--- src/rtl/sum_display_mux_if.sv ---
// Board-side signal bundle for sum_display_mux: switch operands in; LED sum,
// segment, anode and strobe out.
interface sum_display_mux_if #(
    parameter int NCH = 2,
    parameter int W   = 4
);
    localparam int LED_W = (NCH > 1) ? W + $clog2(NCH) : W;

    logic [NCH*W-1:0] switches;
    logic [LED_W-1:0] leds;
    logic [6:0]       seg;
    logic [NCH-1:0]   anode;
    logic             digit_strobe;

    modport master (output switches, input leds, seg, anode, digit_strobe);
    modport slave  (input switches, output leds, seg, anode, digit_strobe);
endinterface

--- src/rtl/sum_display_mux.sv ---
// Sums NCH switch operands onto a registered LED bus and scans one hex digit
// per operand across a shared seven-segment display with blanking between digits.
module sum_display_mux #(
    parameter int NCH     = 2,
    parameter int W       = 4,
    parameter int REFRESH = 10000,
    parameter int BLANK   = 16
) (
    input  logic               clk,
    input  logic               reset,
    sum_display_mux_if.slave   bus
);
    localparam int LED_W   = (NCH > 1) ? W + $clog2(NCH) : W;
    localparam int IDX_W   = (NCH > 1) ? $clog2(NCH) : 1;
    localparam int CNT_MAX = (REFRESH > BLANK) ? REFRESH : BLANK;
    localparam int CNT_W   = (CNT_MAX > 1) ? $clog2(CNT_MAX) : 1;

    typedef enum logic {ST_BLANK, ST_SHOW} state_t;

    function automatic logic [6:0] hex7(input logic [3:0] v);
        logic [6:0] s;
        case (v)
            4'h0: s = 7'h40;  4'h1: s = 7'h79;  4'h2: s = 7'h24;  4'h3: s = 7'h30;
            4'h4: s = 7'h19;  4'h5: s = 7'h12;  4'h6: s = 7'h02;  4'h7: s = 7'h78;
            4'h8: s = 7'h00;  4'h9: s = 7'h10;  4'hA: s = 7'h08;  4'hB: s = 7'h03;
            4'hC: s = 7'h46;  4'hD: s = 7'h21;  4'hE: s = 7'h06;  default: s = 7'h0E;
        endcase
        return s;
    endfunction

    logic [NCH*W-1:0] sync1_q, sync2_q;
    logic [LED_W-1:0] leds_d, leds_q;
    state_t           state_d, state_q;
    logic [CNT_W-1:0] cnt_d, cnt_q;
    logic [IDX_W-1:0] idx_d, idx_q;
    logic [3:0]       digit_d, digit_q;
    logic [6:0]       seg_d, seg_q;
    logic [NCH-1:0]   anode_d, anode_q;
    logic             strobe_d, strobe_q;
    logic             enter_show;
    logic [3:0]       sel_digit;

    always_comb begin
        leds_d = '0;
        for (int k = 0; k < NCH; k++) begin
            leds_d = leds_d + LED_W'(sync2_q[k*W +: W]);
        end
    end

    // Outputs are derived from the next state so the registered copies always
    // agree with the state register they sit beside.
    always_comb begin
        state_d    = state_q;
        cnt_d      = cnt_q;
        idx_d      = idx_q;
        digit_d    = digit_q;
        enter_show = 1'b0;
        sel_digit  = '0;
        case (state_q)
            ST_BLANK: begin
                if (BLANK == 0 || cnt_q == CNT_W'(BLANK - 1)) begin
                    state_d    = ST_SHOW;
                    cnt_d      = '0;
                    enter_show = 1'b1;
                end else begin
                    cnt_d = cnt_q + CNT_W'(1);
                end
            end
            ST_SHOW: begin
                if (cnt_q == CNT_W'(REFRESH - 1)) begin
                    idx_d = (idx_q == IDX_W'(NCH - 1)) ? '0 : idx_q + IDX_W'(1);
                    cnt_d = '0;
                    if (BLANK == 0) begin
                        state_d    = ST_SHOW;
                        enter_show = 1'b1;
                    end else begin
                        state_d = ST_BLANK;
                    end
                end else begin
                    cnt_d = cnt_q + CNT_W'(1);
                end
            end
            default: state_d = ST_BLANK;
        endcase
        for (int k = 0; k < NCH; k++) begin
            if (idx_d == IDX_W'(k)) sel_digit = 4'(sync2_q[k*W +: W]);
        end
        if (enter_show) digit_d = sel_digit;
        strobe_d = enter_show;
        seg_d    = (state_d == ST_SHOW) ? hex7(digit_d) : 7'h7F;
        anode_d  = (state_d == ST_SHOW) ? ~(NCH'(1) << idx_d) : '1;
    end

    always_ff @(posedge clk or negedge reset) begin
        if (!reset) begin
            sync1_q  <= '0;
            sync2_q  <= '0;
            leds_q   <= '0;
            state_q  <= ST_BLANK;
            cnt_q    <= '0;
            idx_q    <= '0;
            digit_q  <= '0;
            seg_q    <= 7'h7F;
            anode_q  <= '1;
            strobe_q <= 1'b0;
        end else begin
            sync1_q  <= bus.switches;
            sync2_q  <= sync1_q;
            leds_q   <= leds_d;
            state_q  <= state_d;
            cnt_q    <= cnt_d;
            idx_q    <= idx_d;
            digit_q  <= digit_d;
            seg_q    <= seg_d;
            anode_q  <= anode_d;
            strobe_q <= strobe_d;
        end
    end

    assign bus.leds         = leds_q;
    assign bus.seg          = seg_q;
    assign bus.anode        = anode_q;
    assign bus.digit_strobe = strobe_q;
endmodule
--- src/flat_wrapper.sv ---
// flat-port wrapper written by rule: the top's interface ports become plain ports
module sum_display_mux_flat 
#(
    parameter int NCH     = 2,
    parameter int W       = 4,
    parameter int REFRESH = 10000,
    parameter int BLANK   = 16
)
  (clk, reset, bus_switches, bus_leds, bus_seg, bus_anode, bus_digit_strobe);
  sum_display_mux_if #(.NCH(NCH), .W(W)) bus_i ();
  input  logic clk;
  input  logic reset;
  input wire logic [$bits(bus_i.switches)-1:0] bus_switches;
  output wire logic [$bits(bus_i.leds)-1:0] bus_leds;
  output wire logic [$bits(bus_i.seg)-1:0] bus_seg;
  output wire logic [$bits(bus_i.anode)-1:0] bus_anode;
  output wire logic [$bits(bus_i.digit_strobe)-1:0] bus_digit_strobe;
  assign bus_i.switches = bus_switches;
  assign bus_leds = bus_i.leds;
  assign bus_seg = bus_i.seg;
  assign bus_anode = bus_i.anode;
  assign bus_digit_strobe = bus_i.digit_strobe;
  sum_display_mux #(.NCH(NCH), .W(W), .REFRESH(REFRESH), .BLANK(BLANK)) u_core (.clk(clk), .reset(reset), .bus(bus_i));
endmodule
--- config.mk ---
export PLATFORM = sky130hd
export DESIGN_NAME = sum_display_mux_flat
export DESIGN_NICKNAME = d
export VERILOG_FILES = /design/src/rtl/sum_display_mux_if.sv /design/src/rtl/sum_display_mux.sv /design/src/flat_wrapper.sv
export SDC_FILE = /design/constraint.sdc
export NUM_CORES = 1
export LEC_CHECK = 0
export BUFFER_PORTS_ARGS = -buffer_cell sky130_fd_sc_hd__buf_2
export CORE_UTILIZATION = 25
export DETAILED_ROUTE_END_ITERATION = 7
export PLACE_DENSITY = 0.4
export SLEW_MARGIN = 0
export SYNTH_ARGS = -nofsm -noshare
export SYNTH_HDL_FRONTEND = slang
export SYNTH_SLANG_ARGS = --single-unit
--- constraint.sdc ---
create_clock -name clk -period 4.93 [get_ports clk]
set_clock_uncertainty 0.2 [all_clocks]
set_input_delay 0.2465 -clock clk [delete_from_list [all_inputs] [get_ports clk]]
set_output_delay 0.2465 -clock clk [all_outputs]
set_load 0.05 [all_outputs]
# Yosys cells after proc, flatten, opt, wreduce, memory -nomap -nowiden
# Memory sizes are Yosys's and may differ from the RTL's.
# Cells that the tools add are included.
# Widths: inputs -> output; s select.
# word_totals
regBits	51
mem_bits_ro	112
in_bits	10
output_inout_bits	15
word_cells	33
mem_count	1
# mem_list
name	words	width	read_ports	rd_ports_with_merged_regs	wr	line_no	source
(no name shown)	16	7	1	0	0	sum_display_mux.sv:22	case (v)
# op_classes
n_addsub	3
eq_ne	2
shifts	1
muxes	14
n_bitwise	2
# op_table
operator	n
$mux 14	2
$pmux 14 s2	1
$add 14x1->14 const B	1
$eq 14x14->1 const B	1
$eq 14x4->1 const B	1
$mux 4	2
$mux 7	1
$mux 1	6
$add 4x4->5	1
$mux 2	1
$not 2->2	1
$pmux 1 s2	1
$shl 1x1->2 const A	1
$add 1x1->1 const B	1
$not 1->1	1

# Logic depth before layout (Yosys ltp)
# An unclocked memory read counts as a cell.
# logic_depth
word_depth	8
mapped_depth	12
mapped_depth_nobuf	12

# Worst setup path before layout
# Ideal clock, no wire load.
# synth_path
kind	register -> register
from	reg u_core.cnt_q[4]
to	reg u_core.seg_q[1] (netlist: u_core.bus.seg[1])
setup_ps	122
arrival_time_ps	3398
setup_slack_ps	1210
stages_incl_launch_ff	12
period_less_slack_ps	3720
cell_sequence	dfrtp_1 or4_4 nor4_4 xnor2_1 mux2i_1 o21ai_0 inv_1 ha_1 a21oi_1 a211oi_1 a2111oi_0 a41oi_1
# synth_via
elab_chain_cells	7
# synth_lines
element	line_no	source
from (decl)	sum_display_mux.sv:34	logic [CNT_W-1:0] cnt_d, cnt_q;
from (signal assigned)	sum_display_mux.sv:111	cnt_q <= cnt_d;
$eq 14x14->1	sum_display_mux.sv:70	if (cnt_q == CNT_W'(REFRESH - 1)) begin
$mux 1	sum_display_mux.sv:70	
$mux 1	sum_display_mux.sv:59	case (state_q)
$mux 4	sum_display_mux.sv:86	if (idx_d == IDX_W'(k)) sel_digit = 4'(sync2_q[k*W +: W]);
$mux 4 (*)	sum_display_mux.sv:88	if (enter_show) digit_d = sel_digit;
named net u_core.digit_d[0]	sum_display_mux.sv:36	logic [3:0] digit_d, digit_q;
$mem_v2 16x7 (*)	--	
$mux 7 (*)	sum_display_mux.sv:90	seg_d = (state_d == ST_SHOW) ? hex7(digit_d) : 7'h7F;
named net u_core.seg_d[1]	sum_display_mux.sv:37	logic [6:0] seg_d, seg_q;
to (signal assigned)	sum_display_mux.sv:114	seg_q <= seg_d;
to (decl)	sum_display_mux.sv:37	
# The timed path passes the listed nets; every way through them passes the cells marked *.

# Final worst setup path
# Same ends and word-level chain as after synthesis.

==> metrics <==
routed wire length 4090 µm; post-synthesis cell type count 41; GRT Total Usage 9.636%; Crit. Startpoint u_core.cnt_q[4]$_DFF_PN0_; IO Pins 25; Final ANT Viol Nets 0; vias in the first global route 1415; Slew HR 51.83%; Gates resized, CTS repair 0; DP HPWL 2848 µm; Post-Synthesis Net Count 208; clock share of power 29.6%; EDFF count, synth 0; critical path endpoint category flop; first-pass GRT wire length 7120 µm; Worst VDD drop 0.0001146 V; Main synth FF type dfrtp_1; setup violators final 0; IO Port Bufs 24; Hold Path Class reg -> reg; register area share after synthesis 57.26%; Avg Cell Area, Syn 12.15 µm²; R2R Setup Slk 1240 ps; Synth-to-Final Area Change 18.98%; measured slew at the worst slew-check pin 717.4 ps; Area contributors post-synth dfrtp_1 (47%), dfstp_2 (11%), ha_1 (6.7%); Int Power 0.5735 mW; Worst EP required 4940 ps; top cell type's share of synthesized area 46.74%; count leader, synth dfrtp_1; Starting Density 25.78%; drt pass-1 iters 4; Final Hold Violating Endpoints 0; max cap viols 0; switching share of power 27.34%; Post-CTS Setup Bufs 0; CTS tree done; drt drc 0; Antenna diodes 0; htree depth 2; Post-Syn Area 2248 µm²; share of power burned in registers 56.7%; cts bufs inserted 5; Core Footprint 8721 µm²; TNS Setup 0 ps; die width 96.84 µm; initial antenna violation count 0; RSZ-0062 raised after global routing false; Clock Latency Late Sink 290 ps; Wirelength per Cell 12.28 µm; maximum clock path buffer count 2; 1st-iter DRT viols 73; asr flop ratio synth 100.0%; Final min period 3693 ps; power density over the cells 295.1 nW/µm²; post-synthesis cell count 185; Synth area leader dfrtp_1; hold_sp u_core.sync1_q[3]$_DFF_PN0_; cts hold-fix bufs 9; Final Cycle Share 74.92%; Startpoint Class flop; DIE AREA 9377 µm²; Reg-to-Reg Start u_core.cnt_q[4]$_DFF_PN0_; Yosys warning count 0; Final GP Congestion 0.7300; NumNets Final 247; fraction of layout cells with a size suffix above 1 22.22%; R2R depth 12; Net Switching 0.2159 mW; Comb power frac 13.7%; synthesis-stage register bit count 51; Die Span Y 96.84 µm; critical path type reg -> reg; CTS sink count 51; placed insts 316; RR Endpoint u_core.bus.seg[1]$_DFF_PN1_; Synth top cells by count dfrtp_1 (42), nor2_1 (14), ha_1 (12), nand2_1 (11), xnor2_1 (11); Vias/cell 4.327; clock tree root buffer cell clkbuf_8; Clock transition at path regs 90 ps; Final Util 30.67%; static leakage 1.278 nW; Slew Limit Fails 0; status finished, final reports clean; Layout Cells excl Fill 333; hold slack 155.2 ps; Max FO, Critical Path 8; via count 1441; Critical Path Sink u_core.bus.seg[1]$_DFF_PN1_; Filler cells 889; gr ovfl total 0; arrival time at the worst endpoint 3710 ps; row count 34; Achievable Freq 0.2708 GHz; pin count of the biggest net entering global routing 52
==> final cells by class <==
type	instances	area (µm²)	area share (%)
sequential	51	1287	48.13
multi-input combinational	118	884.6	33.07
timing repair buffer	36	232.7	8.700
tap	108	135.1	5.051
clock buffer	6	72.57	2.713
inverter	12	50.05	1.871
clock inverter	2	12.51	0.4677
==> power by group through the flow <==
stage               Clock [mW]  Sequential [mW]  Combinational, mW
floorplan                    0            0.496             0.0321
global placement             0            0.457              0.106
detailed placement           0            0.456              0.105
CTS                      0.249            0.448              0.111
global route             0.262            0.450              0.119
finish                   0.233            0.448              0.108
==> placed cells by master, fill, tap and decap left out, types with 5 or more instances in the layout <==
| cell | netlist | layout |
|---|---|---|
| dfrtp_1 | 42 | 42 |
| buf_2 | 0 | 24 |
| nor2_1 | 14 | 14 |
| ha_1 | 12 | 12 |
| xnor2_1 | 11 | 11 |
| nand2_1 | 11 | 11 |
| inv_1 | 10 | 10 |
| nand3_1 | 9 | 9 |
| dlygate4sd3_1 | 0 | 9 |
| dfstp_2 | 9 | 9 |
| mux2i_1 | 7 | 7 |
| o21ai_0 | 6 | 6 |
| and3_1 | 6 | 6 |
| a21oi_1 | 5 | 5 |
| clkbuf_8 | 0 | 5 |
==> registers in the layout (all words and copies together), names as in the netlist <==
name and flops:
u_core.cnt_q 14, u_core.idx_q 1, u_core.bus.seg 7, u_core.bus.leds 5, u_core.bus.anode 2, u_core.state_q 1
u_core.digit_q 4, u_core.sync2_q 8, u_core.sync1_q 8, u_core.bus.digit_strobe 1
==> metal layers <==
| layer | up-vias | global-route usage, % | routed length (µm) |
|---|---|---|---|
| met3 | 2 | 2.601 | 179 |
| met2 | 30 | 13.76 | 1822 |
| met1 | 689 | 13.90 | 2052 |
| met4 | 0 | 3.444 | 36 |
| li1 | 720 | - | - |
| met5 | - | 0 | 0 |
==> cells by family after synthesis <==
group	synth area share (%)
flops	57.26
xor+xnor	5.843
mux	3.784
compound gates	7.346
simple gates	14.80
fa+ha+maj	7.568
buf+inv	3.395
==> how the worst min path moves through the flow <==
| stage | end | cells past startpoint |
|---|---|---|
| 4_1_cts | u_core.sync2_q[3]$_DFF_PN0_ | 0 |
| 3_3_place_gp | u_core.sync2_q[3]$_DFF_PN0_ | 0 |
| 6_report | u_core.sync2_q[3]$_DFF_PN0_ | 0 |
| 3_5_place_dp | u_core.sync2_q[3]$_DFF_PN0_ | 0 |
| 5_1_grt | u_core.sync2_q[3]$_DFF_PN0_ | 0 |
| 2_1_floorplan | u_core.bus.digit_strobe$_DFF_PN0_ | 0 |
==> stage by stage <==
| stage | total power, mW | setup slack [ps] | cell area [µm²] |
|---|---|---|---|
| 3_5_place_dp | 0.5610 | 1238 | 2500 |
| 5_1_grt | 0.8314 | 905.4 | 2675 |
| 2_1_floorplan | 0.5285 | 1210 | 2248 |
| 6_report | 0.7894 | 1237 | 2675 |
| 4_1_cts | 0.8084 | 1205 | 2675 |
| 3_3_place_gp | 0.5626 | 1368 | 2500 |
==> critical path, stage by stage (launching register included) <==
cell and delay [ps]:
dfrtp_1 430, or4_4 580, nor4_4 300, xnor2_1 370
mux2i_1 190, o21ai_0 190, buf_4 180, inv_1 90
ha_1 320, a21oi_1 170, a211oi_1 100, a2111oi_0 410
a41oi_1 80
(Power assumes the default switching activity.)
